--- config.mk ---
export PLATFORM = sky130hd
export DESIGN_NAME = ppm_encoder
export DESIGN_NICKNAME = d
export VERILOG_FILES = /design/src/rtl/drone_ppm_pkg.sv /design/src/rtl/us_tick_gen.sv /design/src/rtl/ppm_encoder.sv
export SDC_FILE = /design/constraint.sdc
export NUM_CORES = 1
export LEC_CHECK = 0
export BUFFER_PORTS_ARGS = -buffer_cell sky130_fd_sc_hd__buf_2
export CELL_PAD_IN_SITES_DETAIL_PLACEMENT = 1
export CELL_PAD_IN_SITES_GLOBAL_PLACEMENT = 1
export CORE_ASPECT_RATIO = 0.75
export CORE_UTILIZATION = 32
export CTS_BUF_LIST = sky130_fd_sc_hd__clkbuf_2
export DETAILED_ROUTE_END_ITERATION = 8
export GPL_ROUTABILITY_DRIVEN = 1
export PLACE_DENSITY = 0.59
export SYNTH_ARGS = -nofsm -noshare
export SYNTH_HDL_FRONTEND = slang
export SYNTH_SLANG_ARGS = --single-unit
--- constraint.sdc ---
create_clock -name clock -period 6.25 [get_ports clock]
set_input_delay 0.3125 -clock clock [delete_from_list [all_inputs] [get_ports clock]]
set_output_delay 0.3125 -clock clock [all_outputs]
set_load 0.01 [all_outputs]
--- src/rtl/drone_ppm_pkg.sv ---
// Shared types and helpers for the drone command PPM transmit path.
package drone_ppm_pkg;

    // Segment being driven on the PPM line.
    typedef enum logic [1:0] {
        StMark,
        StSpace,
        StEndMark,
        StSync
    } ppm_state_e;

    // Channel slot order within a frame.
    localparam int unsigned CH_ROLL  = 0;
    localparam int unsigned CH_PITCH = 1;
    localparam int unsigned CH_HOVER = 2;
    localparam int unsigned CH_YAW   = 3;
    localparam int unsigned CH_ARM   = 4;
    localparam int unsigned NUM_CH   = 5;
    localparam int unsigned CH_W     = 3;

    localparam logic [7:0] YAW_CENTER = 8'd128;

    // Slot length in us: min + 4*value, clamped to max. 12 bits hold 1000 + 1020 without overflow.
    function automatic logic [11:0] slot_len(input logic [7:0]  value,
                                             input logic [11:0] min_us,
                                             input logic [11:0] max_us);
        logic [11:0] raw;
        raw = min_us + {2'b00, value, 2'b00};
        return (raw > max_us) ? max_us : raw;
    endfunction

endpackage

--- src/rtl/us_tick_gen.sv ---
// Prescaler: one-cycle tick every CLKS_PER_US clocks.
module us_tick_gen #(
    parameter int unsigned CLKS_PER_US = 27
) (
    input  logic clock,
    input  logic reset,
    output logic tick
);

    localparam int unsigned CW = (CLKS_PER_US > 1) ? $clog2(CLKS_PER_US) : 1;
    localparam logic [CW-1:0] LAST = CW'(CLKS_PER_US - 1);

    logic [CW-1:0] cnt_q, cnt_d;

    assign tick = (cnt_q == LAST);

    // Count 0..LAST and wrap on the tick.
    always_comb begin
        cnt_d = tick ? '0 : cnt_q + CW'(1);
    end

    // Prescaler register.
    always_ff @(posedge clock) begin
        if (reset) begin
            cnt_q <= '0;
        end else begin
            cnt_q <= cnt_d;
        end
    end

endmodule

--- src/rtl/ppm_encoder.sv ---
// Serialises roll/pitch/hover/arm commands into a fixed-period RC PPM frame.
module ppm_encoder
    import drone_ppm_pkg::*;
#(
    parameter int unsigned CLKS_PER_US = 27,
    parameter int unsigned FRAME_US    = 22500,
    parameter int unsigned MARK_US     = 300,
    parameter int unsigned MIN_US      = 1000,
    parameter int unsigned MAX_US      = 2000
) (
    input  logic       clock,
    input  logic       reset,
    input  logic [7:0] hover,
    input  logic [7:0] roll,
    input  logic [7:0] pitch,
    input  logic       on,
    output logic       ppm_out,
    output logic       frame_start,
    output logic       armed
);

    localparam logic [14:0] FRAME_LAST = 15'(FRAME_US - 1);
    localparam logic [11:0] MARK_LEN   = 12'(MARK_US);
    localparam logic [11:0] MIN_LEN    = 12'(MIN_US);
    localparam logic [11:0] MAX_LEN    = 12'(MAX_US);

    logic tick;

    ppm_state_e               state_q, state_d;
    logic [14:0]              fcnt_q, fcnt_d;
    logic [11:0]              seg_q, seg_d;
    logic [CH_W-1:0]          ch_q, ch_d;
    logic [NUM_CH-1:0][7:0]   chan_q, chan_d;
    logic                     armed_q, armed_d;
    logic                     ppm_q, ppm_d;
    logic                     fs_q, fs_d;

    logic [7:0]  cur_val;
    logic [11:0] space_len;
    logic        last_ch;
    logic        frame_edge;

    us_tick_gen #(
        .CLKS_PER_US(CLKS_PER_US)
    ) u_tick (
        .clock(clock),
        .reset(reset),
        .tick (tick)
    );

    // Select the latched value of the slot currently being sent.
    always_comb begin
        cur_val = 8'd0;
        for (int i = 0; i < NUM_CH; i++) begin
            if (ch_q == CH_W'(i)) begin
                cur_val = chan_q[i];
            end
        end
    end

    assign space_len  = slot_len(cur_val, MIN_LEN, MAX_LEN) - MARK_LEN;
    assign last_ch    = (ch_q == CH_W'(NUM_CH - 1));
    // The frame counter alone decides the boundary, so a frame can never overrun.
    assign frame_edge = (fcnt_q == FRAME_LAST);

    // Next-state: segment sequencing, frame restart and input latching.
    always_comb begin
        state_d = state_q;
        fcnt_d  = fcnt_q;
        seg_d   = seg_q;
        ch_d    = ch_q;
        chan_d  = chan_q;
        armed_d = armed_q;
        ppm_d   = ppm_q;
        fs_d    = 1'b0;

        if (tick) begin
            if (frame_edge) begin
                fcnt_d           = '0;
                state_d          = StMark;
                seg_d            = '0;
                ch_d             = '0;
                ppm_d            = 1'b0;
                fs_d             = 1'b1;
                armed_d          = on;
                chan_d[CH_ROLL]  = roll;
                chan_d[CH_PITCH] = pitch;
                chan_d[CH_HOVER] = on ? hover : 8'd0;
                chan_d[CH_YAW]   = YAW_CENTER;
                chan_d[CH_ARM]   = on ? 8'd255 : 8'd0;
            end else begin
                fcnt_d = fcnt_q + 15'd1;
                seg_d  = seg_q + 12'd1;
                case (state_q)
                    StMark: begin
                        if (seg_q == MARK_LEN - 12'd1) begin
                            seg_d   = '0;
                            state_d = StSpace;
                            ppm_d   = 1'b1;
                        end
                    end
                    StSpace: begin
                        if (seg_q == space_len - 12'd1) begin
                            seg_d = '0;
                            ppm_d = 1'b0;
                            if (last_ch) begin
                                state_d = StEndMark;
                            end else begin
                                ch_d    = ch_q + CH_W'(1);
                                state_d = StMark;
                            end
                        end
                    end
                    StEndMark: begin
                        if (seg_q == MARK_LEN - 12'd1) begin
                            seg_d   = '0;
                            state_d = StSync;
                            ppm_d   = 1'b1;
                        end
                    end
                    StSync: begin
                        seg_d = seg_q;
                    end
                    default: begin
                        state_d = StSync;
                        ppm_d   = 1'b1;
                    end
                endcase
            end
        end
    end

    // State register; reset parks in SYNC one tick before a frame boundary.
    always_ff @(posedge clock) begin
        if (reset) begin
            state_q <= StSync;
            fcnt_q  <= FRAME_LAST;
            seg_q   <= '0;
            ch_q    <= '0;
            chan_q  <= '0;
            armed_q <= 1'b0;
            ppm_q   <= 1'b1;
            fs_q    <= 1'b0;
        end else begin
            state_q <= state_d;
            fcnt_q  <= fcnt_d;
            seg_q   <= seg_d;
            ch_q    <= ch_d;
            chan_q  <= chan_d;
            armed_q <= armed_d;
            ppm_q   <= ppm_d;
            fs_q    <= fs_d;
        end
    end

    assign ppm_out     = ppm_q;
    assign frame_start = fs_q;
    assign armed       = armed_q;

endmodule

== Yosys cells after proc, flatten, opt, wreduce, memory -nomap -nowiden ==
Index checks and enable logic that the tools add are counted.

* Add/sub/neg operators: 7
* Order comparisons: 1
* Eq/ne operators: 17
* Muxes and demuxes: 28
* Bitwise gates (word level): 1
* Reduce and logical (&&, ||, !) cells: 14

{| class="wikitable"
|+ Operators by type and width
! cell !! number
|-
| 8-bit 2-to-1 mux || 7
|-
| 12-bit 2-to-1 mux || 3
|-
| 12-bit case mux with 2 select lines || 1
|-
| 15-bit by 1-bit adder with 15-bit output (second input constant) || 1
|-
| 15-bit == test (second input constant) || 1
|-
| 15-bit 2-to-1 mux || 1
|-
| 12-bit by 1-bit adder with 12-bit output (second input constant) || 1
|-
| 12-bit == test || 1
|-
| 12-bit by 9-bit == test with 1-bit output (second input constant) || 1
|-
| 3-bit 2-to-1 mux || 4
|-
| 11-bit by 9-bit subtractor with 12-bit output (second input constant) || 1
|-
| 12-bit by 1-bit subtractor with 12-bit output (second input constant) || 1
|-
| 10-bit by 10-bit adder with 11-bit output (first input constant) || 1
|-
| 11-bit > comparator (second input constant) || 1
|-
| 11-bit 2-to-1 mux || 1
|-
| 2-bit 2-to-1 mux || 5
|-
| 3-bit != test (second input constant) || 3
|-
| 4-bit AND reduction || 2
|-
| 3-bit by 2-bit == test with 1-bit output (second input constant) || 2
|-
| 2-bit case mux with 3 select lines || 1
|-
| 2-bit OR reduction || 3
|-
| 5-bit by 1-bit adder with 5-bit output (second input constant) || 1
|-
| 5-bit == test (second input constant) || 1
|-
| 5-bit AND reduction || 1
|-
| other kinds (17) || 23
|}

* Bits in registers: 73
* Bits of input ports: 27
* Output and inout bits: 3

== Depth between registers and ports, before layout ==
Gate-level depths: netlist of the first run.

* Depth after elaboration: 15
* Depth in mapped cells: 22
* Gate-level depth less buffers: 20

== By module ==
Synthesis of the first run repeated with hierarchy kept, for this count alone.

* Cells, all modules: 507
* Area, all modules: 4085.2 um2

{| class="wikitable"
|+ By module, submodules not included
! module !! times used !! cells each !! area an instance (um2)
|-
| ppm_encoder || 1 || 485 || 3826.2
|-
| us_tick_gen || 1 || 22 || 259.0
|}

== Worst setup path after synthesis of the first run ==
OpenSTA, ideal clock, no wires.

* Path kind: reg-to-reg
* Start: reg ch_q[0]
* End: reg state_q[1]
* Library setup time: 0.122 ns
* Arrival time: 4.556 ns
* Data required time: 6.128 ns
* Path slack: 1.572 ns
* Cell stages (with the launch flop): 22
* Path buffers: 1
* Cells stage by stage: dfxtp_1 ha_1 ha_1 or2_1 buf_4 a221o_1 nand2_1 ha_1 nand2_1 nor3b_1 o32ai_1 nor2_1 or2_2 ha_1 xnor2_1 nand2_1 a221oi_1 o2111a_1 nand4_1 o31ai_4 o21bai_1 a221o_1

* Cells in the longest elaborated chain, start to end: 14
* Elaborated cells between the ends (all ways): 22

{| class="wikitable"
|+ RTL lines
! element !! line !! text
|-
| start: declaration || ppm_encoder.sv:32 || <nowiki>logic [CH_W-1:0] ch_q, ch_d;</nowiki>
|-
| start signal: assignment || ppm_encoder.sv:148 || <nowiki>ch_q <= ch_d;</nowiki>
|-
| 3-bit logical NOT || ppm_encoder.sv:55 || <nowiki>if (ch_q == CH_W'(i)) begin</nowiki>
|-
| 8-bit 2-to-1 mux (5 in a row) || ppm_encoder.sv:55 ||
|-
| 10-bit by 10-bit adder with 11-bit output || drone_ppm_pkg.sv:28 || <nowiki>raw = min_us + {2'b00, value, 2'b00};</nowiki>
|-
| 11-bit > comparator || drone_ppm_pkg.sv:29 || <nowiki>return (raw > max_us) ? max_us : raw;</nowiki>
|-
| 11-bit 2-to-1 mux || drone_ppm_pkg.sv:29 ||
|-
| 11-bit by 9-bit subtractor with 12-bit output || ppm_encoder.sv:61 || <nowiki>assign space_len = slot_len(cur_val, MIN_LEN, MAX_LEN) - MARK_LEN;</nowiki>
|-
| 12-bit by 1-bit subtractor with 12-bit output || ppm_encoder.sv:103 || <nowiki>if (seg_q == space_len - 12'd1) begin</nowiki>
|-
| 12-bit == test || ppm_encoder.sv:103 ||
|-
| 3-bit != test (no line) || -- ||
|-
| 5-bit AND reduction (no line) || -- ||
|-
| end signal: assignment || ppm_encoder.sv:136 || <nowiki>state_q <= StSync;</nowiki>
|-
| end signal: assignment || ppm_encoder.sv:145 || <nowiki>state_q <= state_d;</nowiki>
|-
| end: declaration || ppm_encoder.sv:29 || <nowiki>ppm_state_e state_q, state_d;</nowiki>
|}

Several ways; a longest one is shown, not always the timed one. The select of a mux whose other input is x is not followed.
A chain may end at the register's enable or synchronous reset.

== Final worst setup path of the first run ==
* Start: reg ch_q[0]
* End: reg seg_q[8]

* Cells in the longest elaborated chain, start to end: 15
* Elaborated cells between the ends (all ways): 19

{| class="wikitable"
|+ RTL lines
! element !! line !! text
|-
| 3-bit logical NOT || ppm_encoder.sv:55 ||
|-
| 8-bit 2-to-1 mux (4 in a row) || ppm_encoder.sv:55 ||
|-
| 8-bit 2-to-1 mux * || ppm_encoder.sv:55 ||
|-
| 10-bit by 10-bit adder with 11-bit output * || drone_ppm_pkg.sv:28 ||
|-
| 11-bit > comparator || drone_ppm_pkg.sv:29 ||
|-
| 11-bit 2-to-1 mux * || drone_ppm_pkg.sv:29 ||
|-
| 11-bit by 9-bit subtractor with 12-bit output * || ppm_encoder.sv:61 ||
|-
| 12-bit by 1-bit subtractor with 12-bit output * || ppm_encoder.sv:103 ||
|-
| 12-bit == test * || ppm_encoder.sv:103 ||
|-
| 12-bit 2-to-1 mux * || ppm_encoder.sv:103 ||
|-
| 12-bit case mux with 2 select lines * || ppm_encoder.sv:94 || <nowiki>case (state_q)</nowiki>
|-
| 12-bit 2-to-1 mux * || ppm_encoder.sv:78 || <nowiki>if (frame_edge) begin</nowiki>
|-
| end signal: assignment || ppm_encoder.sv:147 || <nowiki>seg_q <= seg_d;</nowiki>
|-
| end: declaration || ppm_encoder.sv:31 || <nowiki>logic [11:0] seg_q, seg_d;</nowiki>
|}

Every way passes the cells marked *; elsewhere a longest branch is shown, timed or not.

==> metrics.txt, run 1 <==
status=finished clean; DR vias=3874; main combinational cell family by area after synthesis=simple AND/OR/NAND/NOR gates; Leakage Power=1.661 nW; Async SR Flop Fraction=0%; FMAX=0.1767 GHz; Area Growth Syn to Fin=14.55%; Synth Area in Adders=4.954%; Hold Crit Class=in2reg; vias in the first global route=4020; Total GRT Usage=18.74%; Clock Latency Late Sink=0.52 ns; Initial DRT Pass Iterations=4; Worst path slowest cell=o32ai_1; first-pass GRT wire length=19740 um; fin. max-slew vios=0; Net Sw Frac=26.52%; Sink Count=65; MaxCap Viol Count=0; slowest stage delay, CP=0.65 ns; Yosys top cell by area=dfxtp_1; WP data required=6.63 ns; Commonest cells post-synth=nand2_1 (77), dfxtp_1 (65), a21oi_1 (50); Clock Root Buffer=clkbuf_2; distinct cell type count after synthesis=73; PD cells=155.9 mW/mm^2; Seq/Total Area, Yosys=32.20%; final instance area=0.004629 mm^2; fin crit period=5.661 ns; largest driver fanout on the critical path=19; Synth Flop Type=dfxtp_1; Die X=131.8 um; Worst Setup End Kind=register; Yosys reg bits=65; worst path cell trace=inv_1 -> ha_1 -> a21oi_1 -> a221o_1 -> nand2_1 -> ha_1 -> nand2_1 -> nor3b_1 -> o32ai_1 -> nor2_1 -> or2_2 -> ha_1 -> xnor2_1 -> nand2_1 -> a221oi_1 -> o2111a_1 -> o21ai_0 -> nand4bb_1 -> a31oi_1 -> a311oi_1; hpwl dp=8408 um; # IOs=30; DIE AREA=0.01309 mm^2; Hold Violations, Final=0; gpl congestion=0.8121; combinational share of power=4.3%; Setup Skew=0.02516 ns; Psw=0.0001914 W; nets=584; Worst slew margin=52.15%; initial antenna violation count=0; sequential share of power=58.0%; Final ANT Viol Nets=0; critical path launch point type=register; Synth Area in Compound Gates=24.12%; cts repair resizes=0; wire length per cell=16.26 um; H-Tree Depth=3; Bufs and invs on worst path=1; Mapped Cells=506; post-synthesis xor/xnor area fraction=6.254%; Ys Warns=0; final wirelength=11580 um; EDFF count, synth=0; # rows=35; ranking of synthesized cells by area=dfxtp_1 (32%), nand2_1 (7.2%), a21oi_1 (6.2%), ha_1 (5.0%), nor2_1 (3.3%); vias per inst=5.441; Synth Area in Simple Gates=27.83%; TNS Setup=0 ns; Final Setup Violations=0; Clock transition at path regs=0.20 ns; Worst path top cell family by delay=compound AO/OA/AOI/OAI gates; Worst Setup Path Type=reg2reg; total nets after synthesis=549; Die Height=99.33 um; mapped cell area=0.004041 mm^2; WP data arrival=6.05 ns; Synth top area share=32.20%; share of cells above drive strength 1=11.90%; DRC=0; Max VDD drop=0.0001053 V; Max clock buf depth=2; Worst-Margin Slew=0.7156 ns; TritonCTS Buffers=9; DP Area=0.004298 mm^2; total power=0.0007217 W; Pint=0.0005303 W; fin crit share=90.57%; drt first-iter violations=122; Inserted Diodes=0; CTS tree=yes; post-CTS setup buffer count=0; largest net degree at the start of global routing=63; syn_area_per_cell=7.987 um^2; PortBufs=29; clock share of power=37.7%; cts hold-fix bufs=20; Core Box Area=0.01231 mm^2; gr ovfl total=0; initial core utilization=32.84%; RSZ-0062 raised after global routing=no; most common cell in the synthesized netlist=nand2_1; post-synthesis mux area share=0.2477%
[power groups by stage]
stage | Combinational, W | Clock (W) | Sequential (W)
3_3_place_gp | 0.0000206 | 0 | 0.000427
5_1_grt | 0.0000350 | 0.000305 | 0.000420
3_5_place_dp | 0.0000214 | 0 | 0.000427
6_report | 0.0000313 | 0.000272 | 0.000419
2_1_floorplan | 0.00000988 | 0 | 0.000426
4_1_cts | 0.0000308 | 0.000289 | 0.000419
[cell type report]
cell class	instances	area, um^2
Tap cell	166	207.7
Timing Repair Buffer	54	385.4
Clock inverter	7	76.32
Clock buffer	9	45.04
Fill cell	1516	7676
Inverter	13	48.80
Multi-Input combinational cell	398	2565
Sequential cell	65	1301
[cells by family after synthesis]
kind of cell             Yosys count
AO/OA/AOI/OAI                    137
XOR/XNOR                          24
adder cells (fa/ha/maj)           16
buffers and inverters             43
flip-flops                        65
multiplexers                       1
AND/OR/NAND/NOR                  220
[state kept, by name, summed over array words and instances, names as in the netlist]
signal        count
fcnt_q           15
ppm_out           1
state_q           2
ch_q              3
chan_q           26
u_tick.cnt_q      5
seg_q            12
frame_start       1
[worst register-to-register path, delay by kind of cell (launching register included)]
family,cells,cell delay (ns)
xor gates and xnor gates,1,0.13
buffers and inverters,1,0.11
and+or+nand+nor,7,1.41
adders and majority gates,3,1.24
DFF,1,0.39
AOI/OAI and AO/OA,8,2.27
[cells in the final DEF (no fill, tap or decap), types with 3 or more instances in the layout]
| master | synthesis | layout |
|---|---|---|
| or3_1 | 3 | 3 |
| a31oi_1 | 6 | 6 |
| a21o_1 | 10 | 10 |
| a22oi_1 | 4 | 4 |
| inv_6 | 0 | 3 |
| and3_1 | 10 | 10 |
| a221oi_1 | 4 | 4 |
| nor4b_1 | 4 | 4 |
| buf_4 | 3 | 4 |
| nor3b_1 | 4 | 4 |
| a311oi_1 | 5 | 5 |
| xnor2_1 | 11 | 11 |
| nand4_1 | 9 | 9 |
| clkbuf_2 | 0 | 9 |
| a21oi_1 | 50 | 50 |
| nand3b_1 | 7 | 7 |
| a211o_1 | 3 | 3 |
| ha_1 | 16 | 16 |
| nor4_1 | 3 | 3 |
| o21ai_1 | 8 | 8 |
| dfxtp_1 | 65 | 65 |
| o21ai_0 | 11 | 11 |
| buf_2 | 4 | 29 |
| nor2_1 | 35 | 34 |
| inv_1 | 13 | 13 |
| nand2_1 | 77 | 77 |
| nor3_1 | 18 | 18 |
| xor2_1 | 10 | 10 |
| nor2b_1 | 3 | 3 |
| nand3_1 | 25 | 25 |
| a221o_1 | 3 | 3 |
| dlygate4sd3_1 | 0 | 21 |
[final timing paths]
kind | from | to | slack, ns | cells after the start
worst max-delay path | ch_q[0] | seg_q[8] | 0.59 | 20
worst min register to register | chan_q[14] | chan_q[14] | 0.47 | 2
worst min-delay path | hover[5] | chan_q[21] | 0.05 | 3
worst max register to register | ch_q[0] | seg_q[8] | 0.59 | 20
[routing by layer]
metal / share of wire [%] / track usage [%] / up-vias
met1: 52 / 24.77 / 1919
met2: 45 / 31.42 / 33
met4: 0.85 / 4.830 / 0
met3: 2.0 / 3.517 / 8
li1: - / - / 1914
met5: 0 / 0 / -
[metrics by stage]
stage               utilization (%)  std cells  setup WS [ns]  hold WS, ns
floorplan                         -        506          1.572       0.4297
global placement              34.93        675         0.9410       0.4421
detailed placement            34.93        675         0.7422       0.4492
CTS                           37.54        711         0.7024     0.001082
global route                  37.62        712         0.1200      0.01335
finish                        37.62        712         0.5894      0.04746
(Power assumes the default switching activity.)
==> run 2: changes to the inputs <==
--- a/config.mk
+++ b/config.mk
@@ -14,6 +14,7 @@
 export DETAILED_ROUTE_END_ITERATION = 8
 export GPL_ROUTABILITY_DRIVEN = 1
 export PLACE_DENSITY = 0.59
+export REMOVE_ABC_BUFFERS = 1
 export SYNTH_ARGS = -nofsm -noshare
 export SYNTH_HDL_FRONTEND = slang
 export SYNTH_SLANG_ARGS = --single-unit
==> metrics.txt, run 2 (synthesis gave the netlist of run 1 again) <==
DRC=0 (unchanged); Pint=0.0005266 W (-0.69%); DR vias=3865 (-0.23%); WP data arrival=5.94 ns (-0.11 ns); largest driver fanout on the critical path=16 (-3); WP data required=6.64 ns (about the same); Total GRT Usage=18.59% (-0.15 points); wire length per cell=16.12 um (-0.88%); Clock Root Buffer=clkbuf_2; Leakage Power=1.665 nW (+0.28%); PD cells=153.7 mW/mm^2 (-1.4%); flop-to-flop setup slack=0.70 ns (+0.11 ns); Area Growth Syn to Fin=14.67%; Worst Setup End Kind=register; total power=0.0007122 W (-1.3%); Clock Latency Late Sink=0.54 ns (+0.02 ns); critical path launch point type=register; vias in the first global route=3976 (-1.1%); fin crit share=88.80% (-1.8 points); gr ovfl total=0 (unchanged); layout filler cell count=1497 (-1.3%); combinational share of power=4.5% (+0.2 points); CTS tree=yes; initial core utilization=32.84% (unchanged); share of cells above drive strength 1=11.52% (-0.39 points); max reg flops=26 (unchanged); Core Box Area=0.01231 mm^2 (unchanged); worst r2r path cells=20 (unchanged); vias per inst=5.421 (-0.37%); # rows=35 (unchanged); post-CTS setup buffer count=0 (unchanged); Inserted Diodes=0 (unchanged); FMAX=0.1802 GHz (+2.0%); Net Sw Frac=26.05% (-0.47 points); CP dominant cell by count=ha_1; Die Height=99.33 um (unchanged); DIE AREA=0.01309 mm^2 (unchanged); Max clock buf depth=2 (unchanged); TNS Setup=0 ns (unchanged); largest net degree at the start of global routing=63 (unchanged); drt first-iter violations=186 (+52%); cts repair resizes=0 (unchanged); fin. max-slew vios=0 (unchanged); Final ANT Viol Nets=0 (unchanged); Worst path slowest cell=nor4b_2; # IOs=30 (unchanged); first-pass GRT wire length=19560 um (-0.91%); Max VDD drop=0.00007539 V (-28%); FF-to-FF Start=ch_q[1]; PortBufs=29 (unchanged); status=finished clean; Worst-Margin Slew=1.167 ns (+0.4510 ns); worst path cell trace=inv_1 -> ha_1 -> a21oi_1 -> a221o_1 -> nand2_1 -> ha_1 -> nor4b_2 -> a21oi_1 -> o32ai_1 -> nor2_1 -> or2_2 -> ha_1 -> xnor2_1 -> nand2_1 -> a221oi_1 -> o2111a_1 -> o21ai_0 -> nand4bb_1 -> a31oi_1 -> a311oi_1; hpwl dp=8247 um (-1.9%); Sink Count=65 (unchanged); fin crit period=5.550 ns (-0.1104 ns); TritonCTS Buffers=9 (unchanged); H-Tree Depth=3 (unchanged); Setup Skew=0.02650 ns (+0.001344 ns); slowest stage delay, CP=0.54 ns (-0.11 ns); cts hold-fix bufs=23 (+15%); clock share of power=36.8% (-0.9 points); nets=585 (+0.17%); Hold Crit Class=in2reg; RSZ-0062 raised after global routing=no; commonest cells after routing, fill and taps aside=nand2_1 (77), dfxtp_1 (65), a21oi_1 (50); sequential share of power=58.8% (+0.8 points); Clock transition at path regs=0.20 ns (about the same); r2r endpoint=seg_q[8]; largest registers=chan_q x26, fcnt_q x15, seg_q x12; origin of the worst setup path=ch_q[1]; MaxCap Viol Count=0 (unchanged); Hold Violations, Final=0 (unchanged); initial antenna violation count=0 (unchanged); final wirelength=11490 um (-0.74%); Die X=131.8 um (unchanged); Top reg by flops=chan_q; Worst slew margin=22.04% (-30 points); end of the critical path=seg_q[8]; Psw=0.0001856 W (-3.1%); Initial DRT Pass Iterations=4 (unchanged); Final Setup Violations=0 (unchanged); commonest non-fill, non-tap cell in the layout=nand2_1; Worst Setup Path Type=reg2reg; gpl congestion=0.8194 (+0.90%)
[run 2: critical path, delay by kind of cell, from the launching register on]
family / cells / cell delay (ns)
simple gates: 6 / 1.66
fa+ha+maj: 3 / 0.94
flops: 1 / 0.42
xor+xnor: 1 / 0.14
compound gates: 9 / 2.16
buf+inv: 1 / 0.08
[run 2: per-layer routing]
layer / global-route usage (%) / part of all wire, % / vias up
met2: 31.01 / 44 / 42
met4: 3.936 / 0.98 / 0
li1: - / - / 1922
met3: 4.740 / 3.0 / 12
met5: 0 / 0 / -
met1: 24.23 / 52 / 1889
[run 2: worst min-delay path by stage]
stage                           from    endpoint  slack [ns]  cells past startpoint
final                       hover[5]  chan_q[21]        0.05                      3
after global routing        hover[5]  chan_q[21]        0.01                      3
after CTS                   hover[5]  chan_q[21]       0.007                      3
after detailed placement   chan_q[6]   chan_q[6]        0.45                      2
after global placement    chan_q[21]  chan_q[21]        0.44                      2
after floorplan                reset     ch_q[0]        0.38                      1
[run 2: area by class of cell]
class                   count  area [um^2]  area share (%)
multi-input cells         398         2565           55.35
flip-flops and latches     65         1301           28.08
repair buffers             55        397.9           8.585
well taps                 166        207.7           4.482
clock inverters             7        68.82           1.485
inverters                  13        48.80           1.053
clock buffers               9        45.04          0.9719
[run 2: power groups by stage]
| stage | registers, W | clock network [W] | logic [W] |
|---|---|---|---|
| final | 0.000418 | 0.000262 | 0.0000319 |
| after global routing | 0.000419 | 0.000296 | 0.0000353 |
| after CTS | 0.000419 | 0.000280 | 0.0000322 |
| after detailed placement | 0.000427 | 0 | 0.0000212 |
| after global placement | 0.000427 | 0 | 0.0000208 |
| after floorplan | 0.000426 | 0 | 0.00000401 |
[run 2: through the flow]
step	area [um^2]	hold WS (ns)	util [%]	worst slack (ns)	std cells
after floorplan	3913	0.3816	-	1.558	476
after CTS	4634	0.007272	37.66	0.7709	713
after global routing	4634	0.01231	37.66	0.1875	713
final	4634	0.05048	37.66	0.6997	713
after detailed placement	4290	0.4523	34.87	0.8217	674
after global placement	4290	0.4421	34.87	1.082	674
==> run 3: changes to the inputs <==
==> constraint.sdc (replaced) <==
create_clock -name clock -period 5.74 [get_ports clock]
set_input_delay 0.287 -clock clock [delete_from_list [all_inputs] [get_ports clock]]
set_output_delay 0.287 -clock clock [all_outputs]
set_load 0.01 [all_outputs]
==> metrics.txt, run 3 (synthesis gave the netlist of run 1 again) <==
status=finished clean; Initial DRT Pass Iterations=4 (unchanged); Total GRT Usage=18.60% (about the same); H-Tree Depth=3 (unchanged); largest registers=chan_q x26, fcnt_q x15, seg_q x12; Clock Latency Late Sink=0.54 ns (about the same); CTS tree=yes; Inserted Diodes=0 (unchanged); CP dominant cell by count=ha_1; DIE AREA=0.01309 mm^2 (unchanged); commonest cells after routing, fill and taps aside=nand2_1 (77), dfxtp_1 (65), a21oi_1 (50); Final Setup Violations=0 (unchanged); final wirelength=11580 um (+0.79%); fin crit share=91.30% (+2.5 points); initial antenna violation count=0 (unchanged); commonest non-fill, non-tap cell in the layout=nand2_1; WP data arrival=5.71 ns (-0.23 ns); Core Box Area=0.01231 mm^2 (unchanged); DRC=0 (unchanged); Clock Root Buffer=clkbuf_2; final setup margin=0.4993 ns (-0.2004 ns); Worst Setup End Kind=register; RSZ-0062 raised after global routing=no; # IOs=30 (unchanged); WP data required=6.21 ns (-0.43 ns); Max VDD drop=0.00008718 V (+16%); Leakage Power=1.679 nW (+0.82%); worst path cell trace=inv_1 -> ha_1 -> a21oi_1 -> a221o_1 -> nand2_1 -> ha_1 -> nor4b_2 -> a21oi_1 -> o32ai_2 -> nor2_1 -> or2_2 -> ha_1 -> xnor2_1 -> nand2_1 -> a221oi_1 -> o2111a_1 -> nand4_1 -> o31ai_4 -> o21bai_1 -> a221o_1; largest net degree at the start of global routing=63 (unchanged); Area Growth Syn to Fin=15.70%; Top reg by flops=chan_q; largest driver fanout on the critical path=16 (unchanged); PortBufs=29 (unchanged); DR vias=3891 (+0.67%); Final ANT Viol Nets=0 (unchanged); MaxCap Viol Count=0 (unchanged); Clock transition at path regs=0.22 ns (+0.02 ns); FMAX=0.1908 GHz (+5.9%); TritonCTS Buffers=9 (unchanged); drt first-iter violations=186 (unchanged); Hold Violations, Final=0 (unchanged); vias in the first global route=3982 (+0.15%); Worst slew margin=21.41% (-0.63 points); max reg flops=26 (unchanged); nets=587 (+0.34%); layout filler cell count=1503 (+0.40%); share of cells above drive strength 1=12.39% (+0.87 points); initial core utilization=32.84% (unchanged); post-CTS setup buffer count=0 (unchanged); PD cells=171.1 mW/mm^2 (+11%); hpwl dp=8286 um (+0.47%); Worst-Margin Slew=1.176 ns (+0.009374 ns); Max clock buf depth=2 (unchanged); Setup Skew=0.02988 ns (+0.003376 ns); TNS Setup=0 ns (unchanged); wire length per cell=16.20 um (+0.51%); fin. max-slew vios=0 (unchanged); fin crit period=5.241 ns (-0.3096 ns); Die X=131.8 um (unchanged); gpl congestion=0.8147 (-0.57%); Sink Count=65 (unchanged); Worst Setup Path Type=reg2reg; Worst path slowest cell=nor4b_2; first-pass GRT wire length=19700 um (+0.71%); slowest stage delay, CP=0.50 ns (-0.04 ns); Die Height=99.33 um (unchanged); critical path launch point type=register; # rows=35 (unchanged); vias per inst=5.442 (+0.39%); gr ovfl total=0 (unchanged); dpl ws=0.3042 ns (-0.5174 ns); Hold Crit Class=in2reg
==> run 3: final cells by class <==
type	instances	area (um^2)	share of cell area [%]
clock inverter	6	75.07	1.606
multi-input combinational	398	2577	55.12
sequential	65	1301	27.83
clock buffer	10	50.05	1.070
inverter	13	48.80	1.044
timing repair buffer	57	415.4	8.884
tap	166	207.7	4.442
==> run 3: stage by stage <==
step	hold slack, ns	power [W]	util [%]	cell area [um^2]	cells
floorplan	0.3561	0.0004687	-	3913	476
global placement	0.4418	0.0004872	34.93	4298	675
detailed placement	0.4542	0.0004879	34.93	4298	675
CTS	0.05178	0.0008145	37.90	4663	715
global route	0.04987	0.0008357	38.00	4676	715
finish	0.09929	0.0007998	38.00	4676	715
==> run 3: power breakdown <==
part	internal [W]	leakage, nW	switching (W)
Sequential	0.000454	0.524	0.00000181
Combinational	0.0000200	1.08	0.0000154
Clock	0.000109	0.0750	0.000199
Total	0.000583	1.68	0.000216
==> run 3: path summary, 6_finish.rpt <==
check        depth (start not counted)  slack (ns)  startpoint          to
max                                 20        0.50     ch_q[1]  state_q[1]
min                                  3         0.1          on  chan_q[17]
max reg2reg                         20        0.50     ch_q[1]  state_q[1]
min reg2reg                          2        0.47  chan_q[16]  chan_q[16]
==> run 3: repair_timing <==
item / CTS / global route
endpoints found under the hold margin: 24 / 0
endpoints found under the setup margin: 0 / 16
gates resized for setup: 0 / 2
hold buffers: 24 / 0
==> run 3: critical path: cells and delay by family, from the launching register on <==
kind / cells / cell delay (ns)
and+or+nand+nor: 6 / 1.30
buffers and inverters: 1 / 0.08
AOI/OAI and AO/OA: 9 / 2.25
adders and majority gates: 3 / 0.94
DFF: 1 / 0.43
xor gates and xnor gates: 1 / 0.16
==> run 3: layer usage <==
metal | vias to the layer above | track usage, % | part of all wire, %
met3 | 9 | 3.670 | 3.2
met2 | 52 | 31.14 | 45
met4 | 0 | 4.562 | 0.80
met5 | - | 0 | 0
met1 | 1911 | 24.59 | 51
li1 | 1919 | - | -
